**src/rtl/ram_stream_sequencer_if.sv**
```systemverilog
// Purpose: bundles the sequencer's control, RAM-port and FIFO-port signals.
// Latency: none, wiring only.
// Backpressure: FIFO full/empty flags travel here towards the sequencer.
interface ram_stream_sequencer_if #(
    parameter int ADDR_W = 32,
    parameter int DATA_W = 32
) ();
    logic              start;
    logic              busy;
    logic              done;
    logic [ADDR_W-1:0] addr;
    logic              ram_read_enable;
    logic              ram_write_enable;
    logic [DATA_W-1:0] ram_wdata;
    logic [DATA_W-1:0] ram_rdata;
    logic              to_fft_full;
    logic              fft_put;
    logic [DATA_W-1:0] fft_in_data;
    logic              from_fft_empty;
    logic              fft_get;
    logic [DATA_W-1:0] fft_out_data;
    logic              to_fir_full;
    logic              fir_put;
    logic [DATA_W-1:0] fir_in_data;
    logic              from_fir_empty;
    logic              fir_get;
    logic [DATA_W-1:0] fir_out_data;

    modport master (
        input  start, ram_rdata,
        input  to_fft_full, from_fft_empty, fft_out_data,
        input  to_fir_full, from_fir_empty, fir_out_data,
        output busy, done, addr, ram_read_enable, ram_write_enable, ram_wdata,
        output fft_put, fft_in_data, fft_get,
        output fir_put, fir_in_data, fir_get
    );

    modport slave (
        output start, ram_rdata,
        output to_fft_full, from_fft_empty, fft_out_data,
        output to_fir_full, from_fir_empty, fir_out_data,
        input  busy, done, addr, ram_read_enable, ram_write_enable, ram_wdata,
        input  fft_put, fft_in_data, fft_get,
        input  fir_put, fir_in_data, fir_get
    );
endinterface

```
**src/rtl/ram_stream_sequencer.sv**
```systemverilog
// Purpose: shares one RAM port between FFT/FIR block transfers (RAM->in FIFO, out FIFO->RAM); ARB_FFT_PRIORITY_EN selects fixed FFT priority.
// Latency: a read transfer costs 3 cycles (ARB, READ, LOAD), a write transfer 2 cycles (ARB, WRITE).
// Backpressure: a slot is skipped while its input FIFO is full or its output FIFO is empty; arbitration waits in ARB.
module ram_stream_sequencer #(
    parameter int                ADDR_W       = 32,
    parameter int                DATA_W       = 32,
    parameter int                BLOCK_LEN    = 256,
    parameter logic [ADDR_W-1:0] FFT_SRC_BASE = 'h0000,
    parameter logic [ADDR_W-1:0] FFT_DST_BASE = 'h1000,
    parameter logic [ADDR_W-1:0] FIR_SRC_BASE = 'h2000,
    parameter logic [ADDR_W-1:0] FIR_DST_BASE = 'h3000
) (
    input  logic                   clk,
    input  logic                   reset,
    ram_stream_sequencer_if.master bus
);
    localparam int CNT_W = $clog2(BLOCK_LEN) + 1;
    typedef logic [CNT_W-1:0] cnt_t;
    localparam cnt_t LEN = cnt_t'(BLOCK_LEN);

    // Slot encoding: bit1 selects the channel (0 FFT, 1 FIR), bit0 selects write.
    localparam logic [1:0] S_FFT_RD = 2'd0;
    localparam logic [1:0] S_FFT_WR = 2'd1;
    localparam logic [1:0] S_FIR_RD = 2'd2;
    localparam logic [1:0] S_FIR_WR = 2'd3;

    typedef enum logic [2:0] {IDLE, ARB, READ, LOAD, WRITE, DONE} state_t;

    state_t            state_q, state_d;
    logic [1:0]        rr_ptr_q, rr_ptr_d;
    logic [1:0]        grant_q, grant_d;
    cnt_t              cnt_q [4];
    cnt_t              cnt_d [4];
    logic [ADDR_W-1:0] addr_q, addr_d;
    logic [DATA_W-1:0] wdata_q, wdata_d;
    logic              rd_en_q, rd_en_d;
    logic              wr_en_q, wr_en_d;
    logic [1:0]        put_q, put_d;
    logic [1:0]        get_q, get_d;
    logic              busy_q, busy_d;
    logic              done_q, done_d;

    logic [3:0]        elig;
    logic              all_done;
    logic              found;
    logic [1:0]        pick;

    // Per-slot eligibility and block completion.
    always_comb begin
        elig[S_FFT_RD] = (cnt_q[S_FFT_RD] < LEN) && !bus.to_fft_full;
        elig[S_FFT_WR] = (cnt_q[S_FFT_WR] < LEN) && !bus.from_fft_empty;
        elig[S_FIR_RD] = (cnt_q[S_FIR_RD] < LEN) && !bus.to_fir_full;
        elig[S_FIR_WR] = (cnt_q[S_FIR_WR] < LEN) && !bus.from_fir_empty;
        all_done = (cnt_q[0] == LEN) && (cnt_q[1] == LEN) &&
                   (cnt_q[2] == LEN) && (cnt_q[3] == LEN);
    end

`ifdef ARB_FFT_PRIORITY_EN
    // Fixed priority: FFT drains before it refills, FIR only when FFT has nothing to do.
    always_comb begin
        found = 1'b1;
        pick  = S_FFT_WR;
        if (elig[S_FFT_WR])      pick = S_FFT_WR;
        else if (elig[S_FFT_RD]) pick = S_FFT_RD;
        else if (elig[S_FIR_WR]) pick = S_FIR_WR;
        else if (elig[S_FIR_RD]) pick = S_FIR_RD;
        else                     found = 1'b0;
    end
`else
    // Round-robin: search starts at the slot after the last grant.
    always_comb begin
        logic [1:0] idx;
        found = 1'b0;
        pick  = rr_ptr_q;
        idx   = rr_ptr_q;
        for (int i = 0; i < 4; i++) begin
            idx = rr_ptr_q + 2'(i);
            if (!found && elig[idx]) begin
                found = 1'b1;
                pick  = idx;
            end
        end
    end
`endif

    // Next state plus next values of all registered outputs.
    always_comb begin
        state_d  = state_q;
        rr_ptr_d = rr_ptr_q;
        grant_d  = grant_q;
        cnt_d    = cnt_q;
        addr_d   = addr_q;
        wdata_d  = wdata_q;
        rd_en_d  = 1'b0;
        wr_en_d  = 1'b0;
        put_d    = 2'b00;
        get_d    = 2'b00;
        done_d   = 1'b0;
        case (state_q)
            IDLE: begin
                if (bus.start) begin
                    state_d = ARB;
                    for (int i = 0; i < 4; i++) cnt_d[i] = '0;
                end
            end
            ARB: begin
                if (all_done) begin
                    state_d = DONE;
                    done_d  = 1'b1;
                end else if (found) begin
`ifndef ARB_FFT_PRIORITY_EN
                    rr_ptr_d = pick + 2'd1;
`endif
                    grant_d = pick;
                    if (!pick[0]) begin
                        state_d = READ;
                        rd_en_d = 1'b1;
                        addr_d  = (pick[1] ? FIR_SRC_BASE : FFT_SRC_BASE) +
                                  ADDR_W'(cnt_q[pick]);
                    end else begin
                        state_d        = WRITE;
                        wr_en_d        = 1'b1;
                        get_d[pick[1]] = 1'b1;
                        addr_d         = (pick[1] ? FIR_DST_BASE : FFT_DST_BASE) +
                                         ADDR_W'(cnt_q[pick]);
                        wdata_d        = pick[1] ? bus.fir_out_data : bus.fft_out_data;
                    end
                end
            end
            READ: begin
                state_d           = LOAD;
                put_d[grant_q[1]] = 1'b1;
            end
            LOAD, WRITE: begin
                state_d = ARB;
                if (cnt_q[grant_q] < LEN) cnt_d[grant_q] = cnt_q[grant_q] + cnt_t'(1);
            end
            DONE: state_d = IDLE;
            default: state_d = IDLE;
        endcase
        busy_d = (state_d != IDLE);
    end

    // State, counters and registered strobes; reset clears everything at once.
    always_ff @(posedge clk or posedge reset) begin
        if (reset) begin
            state_q  <= IDLE;
            rr_ptr_q <= '0;
            grant_q  <= '0;
            for (int i = 0; i < 4; i++) cnt_q[i] <= '0;
            addr_q   <= '0;
            wdata_q  <= '0;
            rd_en_q  <= 1'b0;
            wr_en_q  <= 1'b0;
            put_q    <= '0;
            get_q    <= '0;
            busy_q   <= 1'b0;
            done_q   <= 1'b0;
        end else begin
            state_q  <= state_d;
            rr_ptr_q <= rr_ptr_d;
            grant_q  <= grant_d;
            cnt_q    <= cnt_d;
            addr_q   <= addr_d;
            wdata_q  <= wdata_d;
            rd_en_q  <= rd_en_d;
            wr_en_q  <= wr_en_d;
            put_q    <= put_d;
            get_q    <= get_d;
            busy_q   <= busy_d;
            done_q   <= done_d;
        end
    end

    // RAM read data arrives in LOAD and is forwarded straight into the granted input FIFO.
    assign bus.fft_in_data = (state_q == LOAD && grant_q == S_FFT_RD) ? bus.ram_rdata : '0;
    assign bus.fir_in_data = (state_q == LOAD && grant_q == S_FIR_RD) ? bus.ram_rdata : '0;

    assign bus.busy             = busy_q;
    assign bus.done             = done_q;
    assign bus.addr             = addr_q;
    assign bus.ram_read_enable  = rd_en_q;
    assign bus.ram_write_enable = wr_en_q;
    assign bus.ram_wdata        = wdata_q;
    assign bus.fft_put          = put_q[0];
    assign bus.fir_put          = put_q[1];
    assign bus.fft_get          = get_q[0];
    assign bus.fir_get          = get_q[1];
endmodule

```
**src/flat_wrapper.sv**
```systemverilog
// flat-port wrapper written by rule: the top's interface ports become plain ports
module ram_stream_sequencer_flat 
#(
    parameter int                ADDR_W       = 32,
    parameter int                DATA_W       = 32,
    parameter int                BLOCK_LEN    = 256,
    parameter logic [ADDR_W-1:0] FFT_SRC_BASE = 'h0000,
    parameter logic [ADDR_W-1:0] FFT_DST_BASE = 'h1000,
    parameter logic [ADDR_W-1:0] FIR_SRC_BASE = 'h2000,
    parameter logic [ADDR_W-1:0] FIR_DST_BASE = 'h3000
)
  (clk, reset, bus_start, bus_ram_rdata, bus_to_fft_full, bus_from_fft_empty, bus_fft_out_data, bus_to_fir_full, bus_from_fir_empty, bus_fir_out_data, bus_busy, bus_done, bus_addr, bus_ram_read_enable, bus_ram_write_enable, bus_ram_wdata, bus_fft_put, bus_fft_in_data, bus_fft_get, bus_fir_put, bus_fir_in_data, bus_fir_get);
  ram_stream_sequencer_if #(.ADDR_W(ADDR_W), .DATA_W(DATA_W)) bus_i ();
  input  logic clk;
  input  logic reset;
  input wire logic [$bits(bus_i.start)-1:0] bus_start;
  input wire logic [$bits(bus_i.ram_rdata)-1:0] bus_ram_rdata;
  input wire logic [$bits(bus_i.to_fft_full)-1:0] bus_to_fft_full;
  input wire logic [$bits(bus_i.from_fft_empty)-1:0] bus_from_fft_empty;
  input wire logic [$bits(bus_i.fft_out_data)-1:0] bus_fft_out_data;
  input wire logic [$bits(bus_i.to_fir_full)-1:0] bus_to_fir_full;
  input wire logic [$bits(bus_i.from_fir_empty)-1:0] bus_from_fir_empty;
  input wire logic [$bits(bus_i.fir_out_data)-1:0] bus_fir_out_data;
  output wire logic [$bits(bus_i.busy)-1:0] bus_busy;
  output wire logic [$bits(bus_i.done)-1:0] bus_done;
  output wire logic [$bits(bus_i.addr)-1:0] bus_addr;
  output wire logic [$bits(bus_i.ram_read_enable)-1:0] bus_ram_read_enable;
  output wire logic [$bits(bus_i.ram_write_enable)-1:0] bus_ram_write_enable;
  output wire logic [$bits(bus_i.ram_wdata)-1:0] bus_ram_wdata;
  output wire logic [$bits(bus_i.fft_put)-1:0] bus_fft_put;
  output wire logic [$bits(bus_i.fft_in_data)-1:0] bus_fft_in_data;
  output wire logic [$bits(bus_i.fft_get)-1:0] bus_fft_get;
  output wire logic [$bits(bus_i.fir_put)-1:0] bus_fir_put;
  output wire logic [$bits(bus_i.fir_in_data)-1:0] bus_fir_in_data;
  output wire logic [$bits(bus_i.fir_get)-1:0] bus_fir_get;
  assign bus_i.start = bus_start;
  assign bus_i.ram_rdata = bus_ram_rdata;
  assign bus_i.to_fft_full = bus_to_fft_full;
  assign bus_i.from_fft_empty = bus_from_fft_empty;
  assign bus_i.fft_out_data = bus_fft_out_data;
  assign bus_i.to_fir_full = bus_to_fir_full;
  assign bus_i.from_fir_empty = bus_from_fir_empty;
  assign bus_i.fir_out_data = bus_fir_out_data;
  assign bus_busy = bus_i.busy;
  assign bus_done = bus_i.done;
  assign bus_addr = bus_i.addr;
  assign bus_ram_read_enable = bus_i.ram_read_enable;
  assign bus_ram_write_enable = bus_i.ram_write_enable;
  assign bus_ram_wdata = bus_i.ram_wdata;
  assign bus_fft_put = bus_i.fft_put;
  assign bus_fft_in_data = bus_i.fft_in_data;
  assign bus_fft_get = bus_i.fft_get;
  assign bus_fir_put = bus_i.fir_put;
  assign bus_fir_in_data = bus_i.fir_in_data;
  assign bus_fir_get = bus_i.fir_get;
  ram_stream_sequencer #(.ADDR_W(ADDR_W), .DATA_W(DATA_W), .BLOCK_LEN(BLOCK_LEN), .FFT_SRC_BASE(FFT_SRC_BASE), .FFT_DST_BASE(FFT_DST_BASE), .FIR_SRC_BASE(FIR_SRC_BASE), .FIR_DST_BASE(FIR_DST_BASE)) u_core (.clk(clk), .reset(reset), .bus(bus_i));
endmodule
```
**config.mk**
```make
export PLATFORM = sky130hd
export DESIGN_NAME = ram_stream_sequencer_flat
export DESIGN_NICKNAME = d
export VERILOG_FILES = /design/src/rtl/ram_stream_sequencer_if.sv /design/src/rtl/ram_stream_sequencer.sv /design/src/flat_wrapper.sv
export SDC_FILE = /design/constraint.sdc
export NUM_CORES = 1
export LEC_CHECK = 0
export ABC_CLOCK_PERIOD_IN_PS = 2400
export BUFFER_PORTS_ARGS = -buffer_cell sky130_fd_sc_hd__buf_2
export CAP_MARGIN = 20
export CORE_AREA = 10 10 128 130
export DETAILED_ROUTE_END_ITERATION = 16
export DIE_AREA = 0 0 138 140
export GPL_ROUTABILITY_DRIVEN = 0
export GPL_TIMING_DRIVEN = 0
export HOLD_SLACK_MARGIN = 0.12
export PLACE_DENSITY = 0.71
export SETUP_SLACK_MARGIN = 0.02
export SLEW_MARGIN = 15
export SYNTH_ARGS = -nofsm -noshare
export SYNTH_HDL_FRONTEND = slang
export SYNTH_SLANG_ARGS = --single-unit
export TNS_END_PERCENT = 100
```
**constraint.sdc**
```tcl
create_clock -name clk -period 2.4 [get_ports clk]
set_input_delay 0 -clock clk [delete_from_list [all_inputs] [get_ports clk]]
set_output_delay 0 -clock clk [all_outputs]
set_load 0.005 [all_outputs]
```
# ---- Yosys cells after proc, flatten, opt, wreduce, memory -nomap -nowiden
# Index checks and enable logic that the tools add are counted.
dict set report op_classes {
  addsub 7
  multipliers 0
  n_div 0
  magnitude_cmp 16
  n_eq_ne 11
  shifts 0
  muxes 57
  bitwise_logic 3
  reduce_logical 30
}
# op count
set op_table {}
lappend op_table {{$mux W32} 4}
lappend op_table {{$mux W36} 2}
lappend op_table {{$pmux W36 S2} 1}
lappend op_table {{$add A32 B9 Y32} 2}
lappend op_table {{$lt A9 B9 Y1 const B} 5}
lappend op_table {{$mux W9} 5}
lappend op_table {{$bmux W9 S2} 2}
lappend op_table {{$bwmux W36} 1}
lappend op_table {{$eq A9 B9 Y1 const B} 4}
lappend op_table {{$mux W14} 2}
lappend op_table {{$mux W1} 20}
lappend op_table {{$demux W9 S2} 1}
lappend op_table {{$mux W2} 8}
lappend op_table {{$logic_and A1 B1 Y1} 15}
lappend op_table {{$lt A2 B3 Y1 const B} 4}
lappend op_table {{$mux W3} 4}
lappend op_table {{$pmux W3 S4} 1}
lappend op_table {{$add A9 B1 Y9 const B} 1}
lappend op_table {{$bmux W1 S2} 4}
lappend op_table {{$logic_not A1 Y1} 7}
lappend op_table {{$eq A3 B2 Y1 const B} 2}
lappend op_table {{$ge A3 B3 Y1 const B} 2}
lappend op_table {{$not A2 Y3} 2}
lappend op_table {{$reduce_and A3 Y1} 2}
lappend op_table {{other kinds (18)} 23}
dict set report totals {
  ff_bits 115
  latch_bits 0
  mem_bits_rw 0
  rom_bits 0
  out_inout_bits 136
  elab_cells 139
  n_memories 0
}

# ---- Longest topological paths before layout
dict set report logic_depth {
  depth_word 22
  ltp_mapped 10
  depth_no_buf 6
}

# ---- Worst setup path before layout
# OpenSTA, ideal clock, no wires.
dict set report synth_timing {
  kind {register -> register}
  start {reg u_core.cnt_q[35] in the netlist's numbering}
  end {reg u_core.rr_ptr_q[1]}
  setup_ns 0.117
  t_arrival_ns 1.998
  t_required_ns 2.283
  setup_slack_ns 0.285
  path_stages_with_launch 10
  path_buffers 4
  period_less_slack_ns 2.115
  cell_sequence {dfrtp_1 buf_2 or4b_1 buf_2 a31o_1 buf_6 buf_6 ha_1 nand2_1 nand2_1}
}
dict set report synth_via {
  elab_chain_len 15
}
# item line_no
set synth_lines {}
lappend synth_lines {{start: declaration} ram_stream_sequencer.sv:32} ;# cnt_t cnt_q [4];
lappend synth_lines {{start signal: assignment} ram_stream_sequencer.sv:163} ;# cnt_q <= cnt_d;
lappend synth_lines {{$lt A9 B9 Y1 *} ram_stream_sequencer.sv:50} ;# elig[S_FFT_RD] = (cnt_q[S_FFT_RD] < LEN) && !bus.to_fft_full;
lappend synth_lines {{$logic_and A1 B1 Y1 *} ram_stream_sequencer.sv:50}
lappend synth_lines {{$bmux W1 S2} ram_stream_sequencer.sv:78} ;# if (!found && elig[idx]) begin
lappend synth_lines {{$mux W1 (not written as such)} ram_stream_sequencer.sv:78}
lappend synth_lines {{$mux W1} ram_stream_sequencer.sv:78}
lappend synth_lines {{$logic_not A1 Y1} ram_stream_sequencer.sv:78}
lappend synth_lines {{$logic_and A1 B1 Y1} ram_stream_sequencer.sv:78}
lappend synth_lines {{$mux W1} ram_stream_sequencer.sv:78}
lappend synth_lines {{$logic_not A1 Y1} ram_stream_sequencer.sv:78}
lappend synth_lines {{$logic_and A1 B1 Y1} ram_stream_sequencer.sv:78}
lappend synth_lines {{$mux W1} ram_stream_sequencer.sv:78}
lappend synth_lines {{$logic_not A1 Y1} ram_stream_sequencer.sv:78}
lappend synth_lines {{$logic_and A1 B1 Y1} ram_stream_sequencer.sv:78}
lappend synth_lines {{$mux W2 *} ram_stream_sequencer.sv:78}
lappend synth_lines {{named net u_core.pick[1]} ram_stream_sequencer.sv:46} ;# logic [1:0] pick;
lappend synth_lines {{$add A2 B1 Y2 *} ram_stream_sequencer.sv:112} ;# rr_ptr_d = pick + 2'd1;
lappend synth_lines {{end signal: assignment} ram_stream_sequencer.sv:161} ;# rr_ptr_q <= rr_ptr_d;
lappend synth_lines {{end: declaration} ram_stream_sequencer.sv:30} ;# logic [1:0] rr_ptr_q, rr_ptr_d;
# The timed path passes the listed nets; every way through them passes the cells marked *. The select of a mux whose other input is x is not followed.
# A chain may end at the register's enable or synchronous reset.

# ---- Final worst setup path
dict set report layout_timing {
  start {reg u_core.grant_q[0]}
  end {reg u_core.cnt_q[17] in the netlist's numbering}
}
dict set report layout_via {
  elab_chain_len 8
}
# item line_no
set layout_lines {}
lappend layout_lines {{start: declaration} ram_stream_sequencer.sv:31} ;# logic [1:0] grant_q, grant_d;
lappend layout_lines {{start signal: assignment} ram_stream_sequencer.sv:162} ;# grant_q <= grant_d;
lappend layout_lines {{$not A2 Y3 (not written as such) *} ram_stream_sequencer.sv:136} ;# if (cnt_q[grant_q] < LEN) cnt_d[grant_q] = cnt_q[grant_q] + cnt_t'(1);
lappend layout_lines {{$bmux W9 S2, or another cell as far along} ram_stream_sequencer.sv:136}
lappend layout_lines {{$mux W9 (not written as such) / $logic_and A1 B1 Y1 (equally long branches)} ram_stream_sequencer.sv:136}
lappend layout_lines {{$mux W9 (not written as such)} ram_stream_sequencer.sv:136}
lappend layout_lines {{$add A9 B1 Y9 / $demux W9 S2 (equally long branches)} ram_stream_sequencer.sv:136}
lappend layout_lines {{$bwmux W36} ram_stream_sequencer.sv:136}
lappend layout_lines {{$mux W36} ram_stream_sequencer.sv:136}
lappend layout_lines {{$pmux W36 S2} ram_stream_sequencer.sv:99} ;# case (state_q)
# Every way passes the cells marked *; elsewhere a longest branch is shown, timed or not. The select of a mux whose other input is x is not followed.

==> out/metrics.csv <==
stage,metric,value,unit
timing,Slew HR,39.9,%
critical_path,Crit Path Max Fanout,9,
layout,fin util,57.6,%
global_routing,GRT Total Usage,21.6,%
global_routing,met3 Usage GRT,7.61,%
clock_network,Longest Clk Path Bufs,2,
floorplanning,io pins,239,
global_routing,Most Crowded Layer GR,met2,
global_routing,antenna violations before repair,8,
clock_network,Worst-path clk slew,70,ps
global_routing,met2 GRT Util,36.0,%
timing,clk_skew,12.6,ps
detailed_routing,DRC,0,
timing,Fin. Hold Viols,0,
clock_network,CTS tree,built,
floorplanning,Die Y,140,um
critical_path,R2R Setup Slk,30,ps
floorplanning,Die Area,19300,sq um
detailed_routing,initial DRC count,558,
detailed_routing,post-route ant nets,0,
logic_synthesis,top post-synthesis cells by area,"dfrtp_1 (43%), mux2i_1 (9.1%), and2_1 (7.9%), a21oi_1 (6.1%), o2bb2ai_1 (4.5%)",
critical_path,Reg2Reg Launch Point,u_core.grant_q[0]$_DFFE_PP0P_,
power,pwr dens,925,nW/um^2
detailed_routing,drt via density,5.46,
power,Static Leak,0.00390,uW
logic_synthesis,register area share after synthesis,42.7,%
status,status,"complete, no violations",
place,Placement Cell Area,6850,sq um
clock_network,CTS Buf Count,9,
detailed_routing,DRT Pass-1 Iters,5,
place,Placement Setup Slack,-33.5,ps
logic_synthesis,"FF+latch count, synth",92,
timing,Max Fclk,422,MHz
critical_path,Crit path required time,2630,ps
clock_network,CTS root buffer,clkbuf_16,
critical_path,worst reg2reg path endpoint,u_core.cnt_q[17]$_DFFE_PP0P_,
logic_synthesis,Synth Warn #,0,
logic_synthesis,"Distinct cells, synth",47,
global_routing,largest net degree at the start of global routing,29,
timing,Slew Limit Fails,0,
logic_synthesis,Syn Std Cell Area,5400,sq um
logic_synthesis,Mapped Cells,542,
critical_path,Worst setup startpoint,u_core.grant_q[0]$_DFFE_PP0P_,
timing,setup TNS,0,ps
power,maximum VDD drop,0.447,mV
place,input/output buffers,217,
floorplanning,Initial Util,39.2,%
timing,RSZ-0062 raised after global routing,yes,
global_routing,total grt overflow,0,
logic_synthesis,Synth async-reset ratio,100,%
timing,period utilisation layout,98.8,%
floorplanning,die width,138,um
flow_run,Max-Cap Viols,0,
layout,layout cell share with drive strength beyond 1,35.5,%
critical_path,reg2reg path depth,5,
timing,worst hold slack,217,ps
critical_path,Worst Path Arrival,2600,ps
layout,Layout area overhead,47.2,%
logic_synthesis,synthesized area per cell,9.95,sq um
critical_path,crit path to,u_core.cnt_q[17]$_DFFE_PP0P_,
floorplanning,core area,13800,sq um
logic_synthesis,Post-synth EDFFs,0,
timing,post-route setup slack,29.4,ps
floorplanning,row cnt,43,
timing,fin crit period,2370,ps
critical_path,critical setup path kind,register to register,
logic_synthesis,Synth top area share,42.7,%
timing,final setup vio count,0,
clock_network,Num Clock Sinks,92,
place,Detailed Place HPWL,15300,um
logic_synthesis,Main synth FF type,dfrtp_1,
critical_path,CP Launch Type,register,
logic_synthesis,top cell type by total area after synthesis,dfrtp_1,
clock_network,worst-skew pair later-pin latency,350,ps
global_routing,first-pass GRT wire length,33600,um
timing,Slew @ Worst Pin,896,ps
layout,Layout Nets,967,
layout,cell area after layout,7940,sq um
detailed_routing,via count,5754,
layout,filler instances,1234,
global_routing,vias in the first global route,6171,
detailed_routing,WL/cell,20.6,um
critical_path,crit end category,register,
worst_hold_path,Hold/Removal Path Class,input port to async pin,
global_routing,met1 usage in global routing,23.4,%
detailed_routing,final wirelength,21800,um
clock_network,H-Tree Level Count,3,
[report_power, final]
group	leakage [uW]	switching [uW]	internal, uW
combinational	0.00258	2160	1460
sequential	0.00117	299	1980
clock	0.000149	621	824
total	0.00390	3080	4260
[per-layer routing]
layer	wire [um]	up-vias	part of all wire [%]
met1	7730	2694	35
met3	2350	74	11
met5	0	-	0
li1	-	2592	-
met2	10500	394	48
met4	1160	0	5.3
[stage by stage]
stage / power, uW / instances
3_3_place_gp: 5470 / 959
3_5_place_dp: 5530 / 962
6_report: 7340 / 1054
4_1_cts: 7090 / 1044
2_1_floorplan: 4290 / 562
5_1_grt: 7780 / 1054
[worst min-delay path by stage]
stage | startpoint | to | cells after the start
after floorplan | bus_ram_rdata[0] | bus_fft_in_data[0] | 1
after global placement | bus_ram_rdata[23] | bus_fft_in_data[23] | 3
after detailed placement | reset | u_core.bus.ram_wdata[22]$_DFFE_PP0P_ | 2
after CTS | reset | u_core.bus.ram_write_enable$_DFF_PP0_ | 3
after global routing | reset | u_core.bus.ram_wdata[17]$_DFFE_PP0P_ | 3
final | reset | u_core.bus.ram_wdata[19]$_DFFE_PP0P_ | 3
[cell usage after synthesis, types with 2 or more instances]
cell type and number:
o22ai_1 2, mux4_2 9, buf_2 11, a22oi_1 2, dfrtp_1 92, xor2_1 2
nor3_1 7, a311oi_1 16, o21ai_0 3, o21ai_1 3, clkbuf_1 30, nor4_1 9
buf_4 21, or3b_2 2, nand2_1 22, or3_1 6, or4b_1 2, ha_1 3
and2_1 68, mux2i_1 49, inv_1 6, a21oi_1 66, nand3_1 20, buf_6 4
nor2b_1 2, nor2_1 17, xnor2_1 4, nand2b_1 4, o2bb2ai_1 28, a22o_1 8
o211ai_1 8
[kinds of logic (layout without fill, tap and decap cells)]
kind of cell             Yosys count  count (layout)  share of synthesized area, %
AND/OR/NAND/NOR                  165             165                          17.1
AO/OA/AOI/OAI                    144             144                          18.3
flip-flops                        92              92                          42.7
buffers and inverters             73             377                          7.35
multiplexers                      58              58                          12.8
XOR/XNOR                           6               6                         0.974
adder cells (fa/ha/maj)            3               3                         0.696
other                              1              29                        0.0695
[what timing repair did]
item | in CTS | in global routing
buffers inserted | 0 | 2
gates cloned | 0 | 0
resized for setup | 7 | 28
hold buffers | 66 | 0
endpoints found under the setup margin | 35 | 93
endpoints found under the hold margin | 74 | 0
pin swaps | 0 | 1
[sequential cells by signal, indices dropped and copies added, names as in the netlist]
register                     cells
u_core.rr_ptr_q                  2
u_core.bus.done                  1
u_core.cnt_q                    36
u_core.bus.busy                  1
u_core.bus.ram_write_enable      1
u_core.grant_q                   1
u_core.put_q                     2
u_core.bus.ram_read_enable       1
u_core.state_q                   3
u_core.bus.ram_wdata            32
u_core.get_q                     2
u_core.bus.addr                 10
[cell usage in the layout (no fill, tap or decap), drive strengths merged, types with 3 or more instances in the layout]
cell type and count:
conb 21, a311oi 16, nor4 9, ha 3, nor2 17, dlygate4sd3 66
inv 7, nand2b 4, mux4 9, a21oi 66, a22o 8, nor3 7
or3 6, nand2 22, dfrtp 92, buf 260, nand3 20, xnor2 4
diode 8, clkbuf 42, o21ai 6, o211ai 8, mux2i 49, and2 68
o2bb2ai 28
[cell type report]
cell class                 instances  area (sq um)  area share, %
clock buffer                      13           280           3.53
timing repair buffer             288          1840           23.2
buffer                            67           410           5.17
tap                              180           225           2.84
clock inverter                     3          25.0          0.315
multi-input combinational        397          2810           35.4
antenna                            8          20.0          0.252
sequential                        92          2300           29.0
inverter                           6          26.3          0.331
[worst max-delay path, cell delays in order (launching register included)]
cell,delay [ps]
dfrtp_1,350
buf_2,280
mux4_2,560
a22oi_1,310
o21ai_1,380
a22o_1,360
No activity file was read; power rests on OpenSTA's default activity.
